## src/rtl/redux_pkg.sv

```systemverilog
// Shared widths and FSM state encoding for the memory-copy DMA.
package redux_pkg;

   localparam int ADDR_W = 8;
   localparam int DATA_W = 8;

   typedef enum logic [1:0] {
      IDLE  = 2'd0,
      READ  = 2'd1,
      WRITE = 2'd2,
      DONE  = 2'd3
   } state_t;

endpackage

```

## src/rtl/mem_copy_dma.sv

```systemverilog
// Single-byte-at-a-time forward memory copy engine.
// Each byte takes a READ cycle (address src+i, capture) and a WRITE
// cycle (address dst+i, strobe), followed by a one-cycle DONE pulse.
module mem_copy_dma #(
   parameter int ADDR_W = redux_pkg::ADDR_W,
   parameter int DATA_W = redux_pkg::DATA_W
) (
   input  logic              clk,
   input  logic              reset,
   input  logic              start,
   input  logic [ADDR_W-1:0] src_addr,
   input  logic [ADDR_W-1:0] dst_addr,
   input  logic [ADDR_W-1:0] length,
   output logic              busy,
   output logic              done,
   output logic [ADDR_W-1:0] mem_address,
   output logic [DATA_W-1:0] mem_data_out,
   output logic              mem_write_enable,
   input  logic [DATA_W-1:0] mem_data_in
);

   import redux_pkg::*;

   state_t            state, state_nxt;
   logic [ADDR_W-1:0] src_q, dst_q, len_q, idx;
   logic [DATA_W-1:0] buf_q;
   logic              last;

   // last byte of the transfer is being written
   assign last = (idx == len_q - ADDR_W'(1));

   // state register
   always_ff @(posedge clk or negedge reset) begin
      if (!reset) state <= IDLE;
      else        state <= state_nxt;
   end

   // latched request, byte index and byte buffer
   always_ff @(posedge clk or negedge reset) begin
      if (!reset) begin
         src_q <= '0;
         dst_q <= '0;
         len_q <= '0;
         idx   <= '0;
         buf_q <= '0;
      end else begin
         case (state)
            IDLE: if (start) begin
               src_q <= src_addr;
               dst_q <= dst_addr;
               len_q <= length;
               idx   <= '0;
            end
            READ:  buf_q <= mem_data_in;
            WRITE: if (!last) idx <= idx + ADDR_W'(1);
            default: ;
         endcase
      end
   end

   // next state and Moore outputs; addresses wrap modulo 2^ADDR_W
   always_comb begin
      state_nxt        = state;
      busy             = 1'b0;
      done             = 1'b0;
      mem_address      = '0;
      mem_data_out     = '0;
      mem_write_enable = 1'b0;
      case (state)
         IDLE: begin
            if (start) state_nxt = (length == '0) ? DONE : READ;
         end
         READ: begin
            busy        = 1'b1;
            mem_address = src_q + idx;
            state_nxt   = WRITE;
         end
         WRITE: begin
            busy             = 1'b1;
            mem_address      = dst_q + idx;
            mem_data_out     = buf_q;
            mem_write_enable = 1'b1;
            state_nxt        = last ? DONE : READ;
         end
         DONE: begin
            done      = 1'b1;
            state_nxt = IDLE;
         end
         default: state_nxt = IDLE;
      endcase
   end

endmodule

```

## config.mk

```make
export PLATFORM = sky130hd
export DESIGN_NAME = mem_copy_dma
export DESIGN_NICKNAME = d
export VERILOG_FILES = /design/src/rtl/redux_pkg.sv /design/src/rtl/mem_copy_dma.sv
export SDC_FILE = /design/constraint.sdc
export NUM_CORES = 1
export LEC_CHECK = 0
export BUFFER_PORTS_ARGS = -buffer_cell sky130_fd_sc_hd__buf_2
export CELL_PAD_IN_SITES_DETAIL_PLACEMENT = 1
export CELL_PAD_IN_SITES_GLOBAL_PLACEMENT = 1
export CORE_MARGIN = 5
export CORE_UTILIZATION = 42
export CTS_CLUSTER_SIZE = 16
export DETAILED_ROUTE_END_ITERATION = 16
export HOLD_SLACK_MARGIN = 0.15
export PLACE_DENSITY_LB_ADDON = 0.1
export SLEW_MARGIN = 25
export SYNTH_ARGS = -nofsm -noshare
export SYNTH_HDL_FRONTEND = slang
export SYNTH_SLANG_ARGS = --single-unit
```

## constraint.sdc

```tcl
create_clock -name clk -period 3.4 [get_ports clk]
set_input_delay 0.17 -clock clk [delete_from_list [all_inputs] [get_ports clk]]
set_output_delay 0.17 -clock clk [all_outputs]
set_load 0.01 [all_outputs]
```

==> metrics.cfg <==
[critical_path]
crit_path_start_kind = flip-flop
path_class = flip-flop to primary output
worstPathMaxFanout = 4
worstReg2RegStart = len_q[0]$_DFFE_PN0P_
worstSetupEndpointType = primary output
reg2regPathDepth = 8
regToRegEndpoint = idx[0]$_DFFE_PN0P_
reg2reg_slack_ns = 1.04
crit_arrival_ns = 3.04
worstPathRequired_ns = 3.23

[logic_synthesis]
async_flop_share = 1.00
avgSynthCellArea_sq_um = 10.8
yosys_most_used_dff = dfrtp_1
ys_ff_latch = 42
syn-num-nets = 282
synth_edf_count = 0
synth.distinct_cells = 41
ys_seq_area_frac = 0.417
yosys_warnings = 0
syn_inst = 233
synth_area_sq_um = 2520

[power]
clockPowerShare = 0.141
ir_drop_mv = 0.371
combPwrFrac = 0.504
p_leak_uw = 0.00150
switchingPower_uw = 980
power.density_nw_per_um2 = 751
swShare = 0.394
power_uw = 2490
internal_power_uw = 1510
pwr-share-seq = 0.355

[floorplanning]
initial_core_util = 0.429
die-area_sq_um = 7660
die_h_microns = 87.5
die_w_microns = 87.5
ios = 54
core.rowCount = 28
fp.coreArea_sq_um = 5890

[clock_tree]
clkSinkCount = 42
insertion_delay_ns = 0.31
cts_tree = built
clockBufferDepth = 2
htree_levels = 2
numCtsBuffers = 5
path_clk_slew_ns = 0.09
clockRootBuffer = clkbuf_8

[detailed_routing]
ant_nets = 0
wl_microns = 6500
wl_per_cell_microns = 16.3
drc = 0
vias_per_cell = 5.25
drtPass1Iterations = 4
num_vias = 2088
first_iter_violations = 56

[global_route]
antenna_found_initial = 0
grt_overflow = 0
grt_max_degree = 43
first_global_vias = 2379
grt_pass1_wl_microns = 11600
grt_use_total = 0.197

[sta]
hold_viol_final = 0
layout_min_cycle_time_ns = 3.21
finClkSkew_ns = 0.0158
rsz0062_at_grt = no
max-slew-margin-rel = 0.628
setup_violations = 0
slew_violations = 0
max_freq_mhz = 312
fin_tns_setup_ns = 0
fin_crit_sh = 0.943
layout_setup_ws_ns = 0.194
tightest_slew_ns = 0.558

[placed_design]
gp_congestion = 0.808
dp_slack_ns = 0.327
dp_hpwl_microns = 4570
port_buffers = 53

[final_layout]
final_nets = 371
final_common_cell = buf_2
final_cell_mix = 52 x buf_2, 42 x dfrtp_1, 39 x mux2_2
diodes = 0
drive_gt1_frac = 0.341
syn_to_final_growth_pct = 31.3

[worst_hold_path]
hold_path.class = input port to async pin

[run]
cap_violations = 0

[run_status]
status = finished, final reports clean

==> registers in the layout (all words and copies together), names as in the netlist <==
register / count
src_q: 8
buf_q: 8
idx: 8
len_q: 8
dst_q: 8
state: 2
==> Yosys cell counts (all sizes together), types with 3 or more instances <==
master	count	area, sq um
a21oi	7	46.3
and2	10	63.8
and3	3	18.8
clkbuf	6	23.8
dfrtp	42	1050
ha	13	163
inv	19	71.3
mux2	40	454
nand2	6	22.5
nand3	5	25.0
nand4	7	43.8
nor2	8	30.0
nor3	7	35.0
nor4	4	46.3
o21ai	11	55.1
o221ai	6	52.6
or3	5	31.3
xnor2	9	78.8
xor2	6	52.6
==> metal layers <==
layer / GRT usage / part of all wire
met1: 0.238 / 0.43
met2: 0.347 / 0.53
met3: 0.0369 / 0.027
met4: 0.0669 / 0.012
met5: 0 / 0
==> worst max path at each step <==
stage	end	slack [ns]	startpoint
floorplan	mem_address[7]	0.26	state[0]$_DFFE_PN0P_
global placement	mem_address[7]	0.42	state[0]$_DFFE_PN0P_
detailed placement	mem_address[7]	0.33	state[0]$_DFFE_PN0P_
CTS	mem_address[7]	0.03	state[0]$_DFFE_PN0P_
global route	mem_address[7]	0.01	state[0]$_DFFE_PN0P_
finish	mem_address[7]	0.19	state[0]$_DFFE_PN0P_
==> power by group through the flow <==
| stage | clock [uW] | combinational, uW | sequential [uW] |
|---|---|---|---|
| finish | 351 | 1250 | 882 |
| global route | 385 | 1410 | 917 |
| floorplan | 0 | 923 | 821 |
| global placement | 0 | 1180 | 884 |
| CTS | 364 | 1270 | 884 |
| detailed placement | 0 | 1230 | 893 |
==> metrics by stage <==
stage                     std cells  hold slack, ns  instance area, sq um   util
final                           398           0.410                  3310  0.563
after global routing            398           0.450                  3310  0.563
after CTS                       398           0.512                  3300  0.561
after detailed placement        356           0.392                  2860  0.487
after global placement          356           0.386                  2860  0.487
after floorplan                 233          -0.126                  2520      -
==> cell families (layout without fill, tap and decap cells) <==
group | after synthesis | in the layout | synth area share
buffers and inverters | 27 | 117 | 0.0441
flip-flops | 42 | 42 | 0.417
AO/OA/AOI/OAI | 29 | 29 | 0.0754
adder cells (fa/ha/maj) | 14 | 14 | 0.0724
XOR/XNOR | 15 | 15 | 0.0521
AND/OR/NAND/NOR | 64 | 64 | 0.151
multiplexers | 42 | 42 | 0.188
==> critical path: stages (launching register included) <==
cell and delay [ns]:
dfrtp_1 0.42, inv_1 0.10, ha_2 0.23, mux2_2 0.37
ha_1 0.28, a21o_1 0.18, a21oi_1 0.22, o21ai_1 0.15
a2111oi_2 0.33, o21ai_0 0.16, a21oi_1 0.15, buf_2 0.14
==> cell type report <==
class	instances	area, sq um
flip-flops and latches	42	1050
multi-input cells	164	1370
fillers	655	2570
inverters	19	71.3
repair buffers	90	631
clock inverters	2	12.5
well taps	75	93.8
clock buffers	6	82.6
==> what timing repair did <==
| item | in CTS | in global routing |
|---|---|---|
| hold buffers | 34 | 0 |
| pin swaps | 1 | 0 |
| hold endpoints to repair | 75 | 0 |
| gates resized for setup | 1 | 4 |
| setup buffers | 0 | 0 |
| setup endpoints to repair | 1 | 2 |
Note: power is estimated with default switching activity, not from simulation.
